`src/rtl/shumezuesi_pkg.sv`:
```
// Shared types and helpers for the sequential shift-add multiplier.
package shumezuesi_pkg;

  typedef enum logic {
    IDLE     = 1'b0,
    LLOGARIT = 1'b1
  } state_e;

  // Counter width wide enough to hold the value WIDTH itself.
  function automatic int cnt_width(input int width);
    return $clog2(width + 1);
  endfunction

endpackage

```
`src/rtl/shumezuesi_hap.sv`:
```
// One shift-add iteration: add the masked multiplicand to the upper half and
// shift the whole accumulator right by one, carry entering the top bit.
module shumezuesi_hap #(
  parameter int WIDTH = 8
) (
  input  logic [2*WIDTH-1:0] acc_i,
  input  logic [WIDTH-1:0]   a_i,
  input  logic               b_bit_i,
  output logic [2*WIDTH-1:0] acc_o
);

  localparam int AW = 2 * WIDTH;

  logic [WIDTH:0] sum;

  always_comb begin
    sum   = {1'b0, acc_i[AW-1:WIDTH]} + (b_bit_i ? {1'b0, a_i} : '0);
    acc_o = AW'({sum, acc_i[WIDTH-1:0]} >> 1);
  end

endmodule

```
`src/rtl/shumezuesi_sekuencial.sv`:
```
// Sequential radix-2 multiplier with start/done handshake and zero-operand shortcut.
// Two's-complement mode is compiled in with SHUMEZUESI_SIGNED_EN.
//
// state    | meaning
// IDLE     | waiting for start; zero operands answered here directly
// LLOGARIT | one partial-product step per clock, WIDTH steps total
module shumezuesi_sekuencial
  import shumezuesi_pkg::*;
#(
  parameter int WIDTH = 8
) (
  input  logic                 clk,
  input  logic                 rst_n,
  input  logic                 start,
  input  logic [WIDTH-1:0]     a,
  input  logic [WIDTH-1:0]     b,
  output logic                 busy,
  output logic                 done,
  output logic [2*WIDTH-1:0]   prodhimi
);

  localparam int CW = cnt_width(WIDTH);
  localparam int AW = 2 * WIDTH;

  state_e            state_q, state_d;
  logic [WIDTH-1:0]  a_q, a_d;
  logic [WIDTH-1:0]  b_q, b_d;
  logic [AW-1:0]     acc_q, acc_d;
  logic [AW-1:0]     prod_q, prod_d;
  logic [CW-1:0]     cnt_q, cnt_d;
  logic              done_q, done_d;

  logic [AW-1:0]     acc_step;
  logic [AW-1:0]     acc_final;
  logic [WIDTH-1:0]  a_mag;
  logic [WIDTH-1:0]  b_mag;
  logic              zero_op;

  assign zero_op = (a == '0) || (b == '0);

  shumezuesi_hap #(.WIDTH(WIDTH)) u_hap (
    .acc_i   (acc_q),
    .a_i     (a_q),
    .b_bit_i (b_q[0]),
    .acc_o   (acc_step)
  );

`ifdef SHUMEZUESI_SIGNED_EN
  logic neg_q, neg_d;

  // Most-negative value negates to itself, which read unsigned is its magnitude.
  assign a_mag     = a[WIDTH-1] ? (~a + 1'b1) : a;
  assign b_mag     = b[WIDTH-1] ? (~b + 1'b1) : b;
  assign acc_final = neg_q ? (~acc_step + 1'b1) : acc_step;

  always_ff @(posedge clk or negedge rst_n) begin
    if (!rst_n) neg_q <= 1'b0;
    else        neg_q <= neg_d;
  end

  always_comb begin
    neg_d = neg_q;
    if (state_q == IDLE && start && !zero_op) neg_d = a[WIDTH-1] ^ b[WIDTH-1];
  end
`else
  assign a_mag     = a;
  assign b_mag     = b;
  assign acc_final = acc_step;
`endif

  always_ff @(posedge clk or negedge rst_n) begin
    if (!rst_n) begin
      state_q <= IDLE;
      a_q     <= '0;
      b_q     <= '0;
      acc_q   <= '0;
      prod_q  <= '0;
      cnt_q   <= '0;
      done_q  <= 1'b0;
    end else begin
      state_q <= state_d;
      a_q     <= a_d;
      b_q     <= b_d;
      acc_q   <= acc_d;
      prod_q  <= prod_d;
      cnt_q   <= cnt_d;
      done_q  <= done_d;
    end
  end

  always_comb begin
    state_d = state_q;
    a_d     = a_q;
    b_d     = b_q;
    acc_d   = acc_q;
    prod_d  = prod_q;
    cnt_d   = cnt_q;
    done_d  = 1'b0;
    unique case (state_q)
      IDLE: begin
        if (start) begin
          if (zero_op) begin
            prod_d = '0;
            done_d = 1'b1;
          end else begin
            a_d     = a_mag;
            b_d     = b_mag;
            acc_d   = '0;
            cnt_d   = CW'(WIDTH);
            state_d = LLOGARIT;
          end
        end
      end
      LLOGARIT: begin
        acc_d = acc_step;
        b_d   = b_q >> 1;
        cnt_d = cnt_q - CW'(1);
        if (cnt_q == CW'(1)) begin
          prod_d  = acc_final;
          done_d  = 1'b1;
          state_d = IDLE;
        end
      end
      default: state_d = IDLE;
    endcase
  end

  assign busy     = (state_q == LLOGARIT);
  assign done     = done_q;
  assign prodhimi = prod_q;

endmodule

```
`config.mk`:
```
export PLATFORM = sky130hd
export DESIGN_NAME = shumezuesi_sekuencial
export DESIGN_NICKNAME = d
export VERILOG_FILES = /design/src/rtl/shumezuesi_pkg.sv /design/src/rtl/shumezuesi_hap.sv /design/src/rtl/shumezuesi_sekuencial.sv
export SDC_FILE = /design/constraint.sdc
export NUM_CORES = 1
export LEC_CHECK = 0
export ABC_AREA = 1
export BUFFER_PORTS_ARGS = -buffer_cell sky130_fd_sc_hd__buf_2
export CAP_MARGIN = 15
export CORE_UTILIZATION = 55
export DETAILED_ROUTE_END_ITERATION = 12
export GPL_TIMING_DRIVEN = 0
export PLACE_DENSITY = 0.77
export SETUP_SLACK_MARGIN = 0.02
export SLEW_MARGIN = 0
export SYNTH_ARGS = -nofsm -noshare
export SYNTH_HDL_FRONTEND = slang
export SYNTH_SLANG_ARGS = --single-unit
```
`constraint.sdc`:
```
create_clock -name clk -period 3.05 [get_ports clk]
set_clock_uncertainty 0.15 [all_clocks]
set_input_delay 0.61 -clock clk [delete_from_list [all_inputs] [get_ports clk]]
set_output_delay 0.61 -clock clk [all_outputs]
set_load 0.01 [all_outputs]
```
# After elaboration in Yosys (flattened, before gate mapping)
# Index checks and enable logic that the tools add are counted.
[op_classes]
eq_ne = 5
bitwise_logic = 2
mux = 22
n_addsub = 2
reduce_logical = 6
[ops]
columns = ["operator", "n"]
rows = [
  ["$mux W16", 5],
  ["$pmux W16 S2", 2],
  ["$mux W8", 3],
  ["$logic_not A8 Y1", 2],
  ["$pmux W8 S2", 1],
  ["$add A8 B9 Y9", 1],
  ["$mux W4", 2],
  ["$pmux W4 S2", 1],
  ["$mux W1", 6],
  ["$ne A2 B2 Y1 const B", 3],
  ["$reduce_and A3 Y1", 2],
  ["$eq A4 B1 Y1 const B", 1],
  ["$pmux W1 S2", 2],
  ["$sub A4 B1 Y4 const B", 1],
  ["$ne A2 B1 Y1 const B", 1],
  ["$not A1 Y1", 2],
  ["$reduce_and A2 Y1", 1],
  ["$logic_or A1 B1 Y1", 1],
]
[word_totals]
register_bits = 54
output_inout_bits = 18
elab_cells = 44
input_bits = 19

# Depth between registers and ports, before layout
# Gate-level depths: netlist of the first run.
[logic_depth]
word_depth = 5
depth_mapped = 13
ltp_nobuf = 12

# Modules after synthesis
# A second synthesis of the first run with hierarchy kept.
[unflattened]
hier_cells = 367
area_unflattened_um2 = 3056.7
[modules_own_cells]
columns = ["module", "area_each_um2", "cells_each", "seq_area_each_um2", "n_inst"]
rows = [
  ["shumezuesi_sekuencial", 2563.7, 284, 1351.3, 1],
  ["shumezuesi_hap", 493.0, 83, 0.0, 1],
]

# Worst setup path before layout of the first run
# Ideal clock, no wire load.
[synth_path]
kind = "register -> register"
start = "register b_q[0]"
end = "register prod_q[13] (netlist: prodhimi[13])"
setup_time_ns = 0.117
required_ns = 2.783
path_slack_ns = 0.932
period_less_slack_ns = 2.118
arrival_ns = 1.850
stages_incl_launch_ff = 13
n_path_buf = 1
cell_sequence = "dfrtp_1 > clkbuf_1 > nand2_1 > inv_1 > ha_1 > fa_1 > nand2_1 > nand3_1 > nand3_1 > nand2_1 > or2_2 > nand3_1 > nand2_1"
[synth_between]
elab_chain_cells = 4
[synth_lines]
columns = ["element", "line_no", "text"]
rows = [
  ["start: declaration", "shumezuesi_sekuencial.sv:27", "logic [WIDTH-1:0] b_q, b_d;"],
  ["start signal: assignment", "shumezuesi_sekuencial.sv:75", "b_q <= '0;"],
  ["start signal: assignment", "shumezuesi_sekuencial.sv:83", "b_q <= b_d;"],
  ["$mux W8", "shumezuesi_hap.sv:17", "sum = {1'b0, acc_i[AW-1:WIDTH]} + (b_bit_i ? {1'b0, a_i} : '0);"],
  ["$add A8 B9 Y9", "shumezuesi_hap.sv:17", ""],
  ["$mux W16", "shumezuesi_sekuencial.sv:118", "if (cnt_q == CW'(1)) begin"],
  ["$pmux W16 S2", "shumezuesi_sekuencial.sv:99", "unique case (state_q)"],
  ["end signal: assignment", "shumezuesi_sekuencial.sv:85", "prod_q <= prod_d;"],
  ["end: declaration", "shumezuesi_sekuencial.sv:29", "logic [AW-1:0] prod_q, prod_d;"],
]
# No other way between the ends. The select of a mux whose other input is x is not followed.
# A chain may end at the register's enable or synchronous reset.

# Worst setup path after layout of the first run
# Ends and elaborated chain as after synthesis.

==> impl_results.md, run 1 <==
- Initial antenna violation count: 0
- Detail-routed via count per cell: 5.195
- FF+latch count, synth: 53
- TritonCTS buffer count: 5
- Overflow after GRT: 0
- Warnings from Yosys: 0
- NumNets Final: 399
- IO Port Bufs: 36
- DR DRC count: 0
- Seq/Total Area, Yosys: 0.4995
- Resized Gates After CTS: 0
- Post-Layout Cell Count: 421
- Worst-Skew Late Latency: 0.30 ns
- Crit end category: flip-flop
- Avg WL per Cell: 12.78 um
- Core area: 0.004504 mm2
- Final Setup Violations: 0
- Ports: 37
- Hold_buf cts: 0
- Synthesized area: 0.002655 mm2
- Seq pwr share: 0.458
- TritonCTS Sinks: 53
- Worst vdd ir: 0.5278 mV
- Longest Clk Path Bufs: 2
- Gr usage total: 0.2356
- Post-placement setup slack: 0.6953 ns
- Worst reg2reg endpoint: prodhimi[13]$_DFFE_PN0P_
- Worst EP arrival: 2.42 ns
- Max-cap viol count: 0
- Gpl congestion: 0.8061
- Vias: 2,187
- PwrDens: 790.2 mW/mm2
- Tcrit/Tclk final: 0.7801
- First-pass GRT wire length: 9.397 mm
- Clk pwr share: 0.165
- Post-synthesis cell type count: 24
- NetSw: 898.6 uW
- Setup TNS: 0 ns
- Clk pin slew, worst setup/hold paths: 0.09 ns
- Worst EP required: 3.09 ns
- Leak: 0.001749 uW
- Min-delay worst type: primary input to asynchronous set/reset pin
- Post-CTS setup buffer count: 0
- Slew Limit Fails: 0
- Final hold vios: 0
- Post-DRT Antenna Nets: 0
- Syn_nets: 355
- Pint: 1480 uW
- RSZ-0062 raised after global routing: no
- Status: finished clean
- R2R Setup Slk: 0.67 ns
- Die Area: 0.005109 mm2
- H-tree depth: 2
- Fmax: 420.3 MHz
- Inserted Diodes: 0
- Final HPWL DP: 3.926 mm
- Crit Path Max Fanout: 9
- Switching part of the total power: 0.3777
- Relative slew slack: 0.7004
- CTS tree: built
- Synthesized area per cell: 8.169 um2
- Vias in the first global route: 2,167
- Startpoint Class: flip-flop
- CTS Root Cell: clkbuf_8
- Worst-Margin Slew: 0.4494 ns
- Min Tclk post-route: 2.379 ns
- Synth-to-Final Area Change: 13.38%
- Worst Reg2Reg Path Length in Cells: 12
- Die X: 71.48 um
- Layout cells sized above 1: 0.1653
- Dpl cells: 413
- Crit Path Class: flip-flop to flip-flop
- CP Launch Point: b_q[0]$_DFFE_PN0P_
- Post-Syn Instances: 325
- R2r startpoint: b_q[0]$_DFFE_PN0P_
- Routed WL: 5.382 mm
- DRT Pass-1 Iters: 4
- Iter 0 DRT Violations: 166
- Rows: 24
- Chip Height: 71.48 um
- Initial Util: 0.5894
- Largest net degree at the start of global routing: 54
- Setup WS post-layout: 0.6707 ns
- Logic pwr share: 0.377
worst max-delay path, cell delays in order, from the launching register on:
cell and delay [ns]:
dfrtp_1 0.36, clkbuf_1 0.20, nand2_1 0.10, inv_1 0.05
ha_1 0.20, fa_1 0.38, nand2_1 0.10, nand3_1 0.08
nand3_1 0.08, nand2_1 0.09, or2_2 0.30, nand3_1 0.11
nand2_1 0.06
routing by layer:
metal  vias to the layer above  track usage  share of wire
met5                         -            0              0
met3                         6      0.03938          0.038
met1                      1009       0.2954           0.46
li1                       1127            -              -
met4                         0      0.07407          0.011
met2                        45       0.4190           0.49
worst max-delay path by stage:
stage | end | slack (ns)
6_report | prodhimi[13]$_DFFE_PN0P_ | 0.67
5_1_grt | prodhimi[13]$_DFFE_PN0P_ | 0.52
4_1_cts | prodhimi[13]$_DFFE_PN0P_ | 0.68
3_5_place_dp | prodhimi[13]$_DFFE_PN0P_ | 0.70
3_3_place_gp | prodhimi[13]$_DFFE_PN0P_ | 0.71
2_1_floorplan | prodhimi[13]$_DFFE_PN0P_ | 0.93
flip-flops by register name (all words and copies together) (netlist names):
signal and flops:
busy 1, prodhimi 16, cnt_q 4, a_q 8
acc_q 15, done 1, b_q 8
Yosys cell counts:
cell type,number,area share
nand2_1,111,0.16
dfrtp_1,53,0.50
nand3_1,42,0.079
inv_1,33,0.047
nor2_1,20,0.028
o21ai_0,18,0.034
ha_1,10,0.047
a21oi_1,6,0.011
o22ai_1,6,0.014
buf_2,4,0.0075
buf_6,3,0.013
clkbuf_1,3,0.0042
nand2_4,3,0.013
nand4_1,2,0.0047
or2_2,2,0.0047
and2_1,1,0.0024
buf_4,1,0.0028
fa_1,1,0.0075
nand2_2,1,0.0024
nand3_2,1,0.0038
nand4_4,1,0.0080
nor2_4,1,0.0042
nor3_1,1,0.0019
xor2_1,1,0.0033
final cells by class:
type	instances	area (um2)
Clock buffer	6	82.58
Buffer	11	72.57
Inverter	33	123.9
Timing Repair Buffer	37	200.2
Clock inverter	1	7.507
Multi-Input combinational cell	228	1132
Sequential cell	53	1326
Tap cell	52	65.06
Fill cell	406	1494
through the flow:
| step | instance area, um2 | hold slack [ns] | total power, uW | utilization |
|---|---|---|---|---|
| after global routing | 3010 | 0.01909 | 2572 | 0.6683 |
| final | 3010 | 0.01279 | 2379 | 0.6683 |
| after CTS | 2990 | 0.3393 | 2397 | 0.6639 |
| after global placement | 2900 | 0.3118 | 1963 | 0.6439 |
| after floorplan | 2655 | 0.1644 | 1720 | - |
| after detailed placement | 2900 | 0.3161 | 2003 | 0.6439 |
power groups by stage:
stage | clock, uW | sequential (uW) | combinational, uW
3_5_place_dp | 0 | 1110 | 897
3_3_place_gp | 0 | 1090 | 868
6_report | 393 | 1090 | 896
2_1_floorplan | 0 | 1120 | 604
5_1_grt | 425 | 1120 | 1020
4_1_cts | 404 | 1090 | 903
cell usage in the layout, fill, tap and decap left out, types with 2 or more instances in the layout:
cell type	instances
nor2_1	20
dfrtp_1	53
or2_2	2
inv_1	33
clkbuf_8	6
ha_1	10
nand2_4	3
nand4_1	2
buf_6	3
buf_2	40
o22ai_1	6
a21oi_1	6
clkbuf_1	3
nand3_1	42
o21ai_0	18
nand2_1	111
kinds of logic after synthesis:
| kind of cell | Yosys count | share of synthesized area |
|---|---|---|
| buf+inv | 44 | 0.07399 |
| compound gates | 30 | 0.05938 |
| xor+xnor | 1 | 0.003299 |
| simple gates | 186 | 0.3091 |
| fa+ha+maj | 11 | 0.05467 |
| flops | 53 | 0.4995 |
No activity file was read; power rests on OpenSTA's default activity.
==> inputs of run 2 (changes only) <==
==> constraint.sdc (replaced) <==
create_clock -name clk -period 2.45 [get_ports clk]
set_clock_uncertainty 0.15 [all_clocks]
set_input_delay 0.49 -clock clk [delete_from_list [all_inputs] [get_ports clk]]
set_output_delay 0.49 -clock clk [all_outputs]
set_load 0.01 [all_outputs]
==> run 2 against run 1 <==
Against the previous run: sequential share of layout area is 0.091 points lower; routed wire length is 0.37% lower; clock-buffer cell count unchanged; die area did not move; fmax rose by 4.0%; highest routed layer unchanged.
==> impl_results.md, run 2 (synthesis gave the netlist of run 1 again) <==
- Avg WL per Cell: 12.74 um (-0.37%)
- PwrDens: 980.4 mW/mm2 (+24%)
- Max-cap viol count: 0 (unchanged)
- Max FFs per register: 16 (unchanged)
- First-pass GRT wire length: 9.397 mm (unchanged)
- Vias in the first global route: 2,167 (unchanged)
- Fmax: 437.3 MHz (+4.0%)
- Synth-to-Final Area Change: 13.62%
- Crit Path Class: flip-flop to flip-flop
- Min Tclk post-route: 2.287 ns (-0.09252 ns)
- Worst-Skew Late Latency: 0.30 ns (about the same)
- Initial Util: 0.5894 (unchanged)
- IO Port Bufs: 36 (unchanged)
- Slew Limit Fails: 0 (unchanged)
- Final Setup Violations: 0 (unchanged)
- Commonest non-fill, non-tap cell in the layout: nand2_1
- Worst-Margin Slew: 0.4461 ns (-0.003270 ns)
- CTS Root Cell: clkbuf_8
- Final HPWL DP: 3.926 mm (unchanged)
- Overflow after GRT: 0 (unchanged)
- Startpoint Class: flip-flop
- Detail-routed via count per cell: 5.192 (about the same)
- Worst hold slack: 0.2495 ns (+0.2367 ns)
- Min-delay worst type: primary input to flip-flop
- NetSw: 1115 uW (+24%)
- Die Area: 0.005109 mm2 (unchanged)
- H-tree depth: 2 (unchanged)
- Final hold vios: 0 (unchanged)
- NumNets Final: 399 (unchanged)
- Design area: 0.003017 mm2 (+0.21%)
- Relative slew slack: 0.7026 (+0.002180)
- Worst EP required: 2.49 ns (-0.60 ns)
- TritonCTS Sinks: 53 (unchanged)
- Core area: 0.004504 mm2 (unchanged)
- Worst vdd ir: 0.6559 mV (+24%)
- Placed inst area: 0.002900 mm2 (unchanged)
- DRT Pass-1 Iters: 4 (unchanged)
- Inserted Diodes: 0 (unchanged)
- Worst EP arrival: 2.32 ns (-0.10 ns)
- Logic pwr share: 0.374 (-0.003)
- Crit Path Max Fanout: 9 (unchanged)
- Setup TNS: 0 ns (unchanged)
- Chip Height: 71.48 um (unchanged)
- RSZ-0062 raised after global routing: no
- Layout cells sized above 1: 0.1653 (unchanged)
- Initial antenna violation count: 0 (unchanged)
- Rows: 24 (unchanged)
- Tcrit/Tclk final: 0.9334 (+0.1533)
- Leak: 0.001752 uW (+0.17%)
- TritonCTS buffer count: 5 (unchanged)
- DR DRC count: 0 (unchanged)
- Number of fillers in the final layout: 407 (+0.25%)
- Clk pwr share: 0.165 (about the same)
- Clk pin slew, worst setup/hold paths: 0.09 ns (about the same)
- Pint: 1842 uW (+24%)
- Die X: 71.48 um (unchanged)
- Resized Gates After CTS: 0 (unchanged)
- Vias: 2,186 (-0.046%)
- Routed WL: 5.362 mm (-0.37%)
- Post-Layout Cell Count: 421 (unchanged)
- Longest Clk Path Bufs: 2 (unchanged)
- CTS tree: built
- Status: finished clean
- Largest net degree at the start of global routing: 54 (unchanged)
- Ports: 37 (unchanged)
- Gpl congestion: 0.8061 (unchanged)
- Gr usage total: 0.2356 (unchanged)
- Crit end category: flip-flop
- Iter 0 DRT Violations: 127 (-23%)
- Dpl cells: 413 (unchanged)
- Most frequent cells in the layout: nand2_1, dfrtp_1, nand3_1
- Switching part of the total power: 0.3771 (-0.0006327)
- Seq pwr share: 0.461 (+0.003)
- Post-DRT Antenna Nets: 0 (unchanged)
run 2: changes by cell type in the layout (fill, tap and decap cells not counted):
cell	before	now
clkbuf_1	3	2
dlygate4sd3_1	0	1
run 2: timing repair:
action | in CTS | in global routing
endpoints found under the setup margin | 0 | 2
hold buffers | 0 | 1
hold endpoints to repair | 0 | 9
buffers inserted | 0 | 0
run 2: power groups by stage:
stage	clock [uW]	combinational, uW	sequential (uW)
2_1_floorplan	0	752	1390
3_3_place_gp	0	1080	1360
3_5_place_dp	0	1120	1380
4_1_cts	503	1120	1360
5_1_grt	529	1270	1410
6_report	488	1110	1360
run 2: final timing paths:
kind | startpoint | end | slack, ns | cells after the start
min reg2reg | acc_q[8]$_DFFE_PN0P_ | acc_q[8]$_DFFE_PN0P_ | 0.33 | 2
min in group asynchronous | rst_n | acc_q[11]$_DFFE_PN0P_ | 0.43 | 2
max | b_q[0]$_DFFE_PN0P_ | prodhimi[13]$_DFFE_PN0P_ | 0.16 | 11
min | b[7] | b_q[7]$_DFFE_PN0P_ | 0.25 | 3
max reg2reg | b_q[0]$_DFFE_PN0P_ | prodhimi[13]$_DFFE_PN0P_ | 0.16 | 11
max in group asynchronous | rst_n | prodhimi[5]$_DFFE_PN0P_ | 1.22 | 3
run 2: per-stage QoR:
stage | worst slack [ns] | util | total power, uW
floorplan | 0.3324 | - | 2142
global placement | 0.1112 | 0.6439 | 2443
detailed placement | 0.09529 | 0.6439 | 2493
CTS | 0.08306 | 0.6639 | 2985
global route | 0.02376 | 0.6697 | 3200
finish | 0.1632 | 0.6697 | 2958
run 2: routing by layer:
metal / global-route usage / part of all wire / vias to the layer above / routed length, um
li1: - / - / 1130 / -
met5: 0 / 0 / - / 0
met3: 0.03938 / 0.027 / 6 / 145
met2: 0.4190 / 0.50 / 34 / 2687
met1: 0.2954 / 0.46 / 1016 / 2471
met4: 0.07407 / 0.011 / 0 / 57
run 2: cell type report:
cell class / instances / area (um2) / area share
Multi-Input combinational cell: 228 / 1132 / 0.3754
Inverter: 33 / 123.9 / 0.04106
Buffer: 10 / 68.82 / 0.02281
Timing Repair Buffer: 38 / 210.2 / 0.06968
Clock buffer: 6 / 82.58 / 0.02737
Tap cell: 52 / 65.06 / 0.02157
Clock inverter: 1 / 7.507 / 0.002489
Sequential cell: 53 / 1326 / 0.4397
run 2: critical path, stage by stage (launching register included):
cell and delay [ns]:
dfrtp_1 0.48, nand2_1 0.09, inv_1 0.05, ha_1 0.20
fa_1 0.38, nand2_1 0.10, nand3_1 0.08, nand3_1 0.08
nand2_1 0.09, or2_2 0.30, nand3_1 0.11, nand2_1 0.06
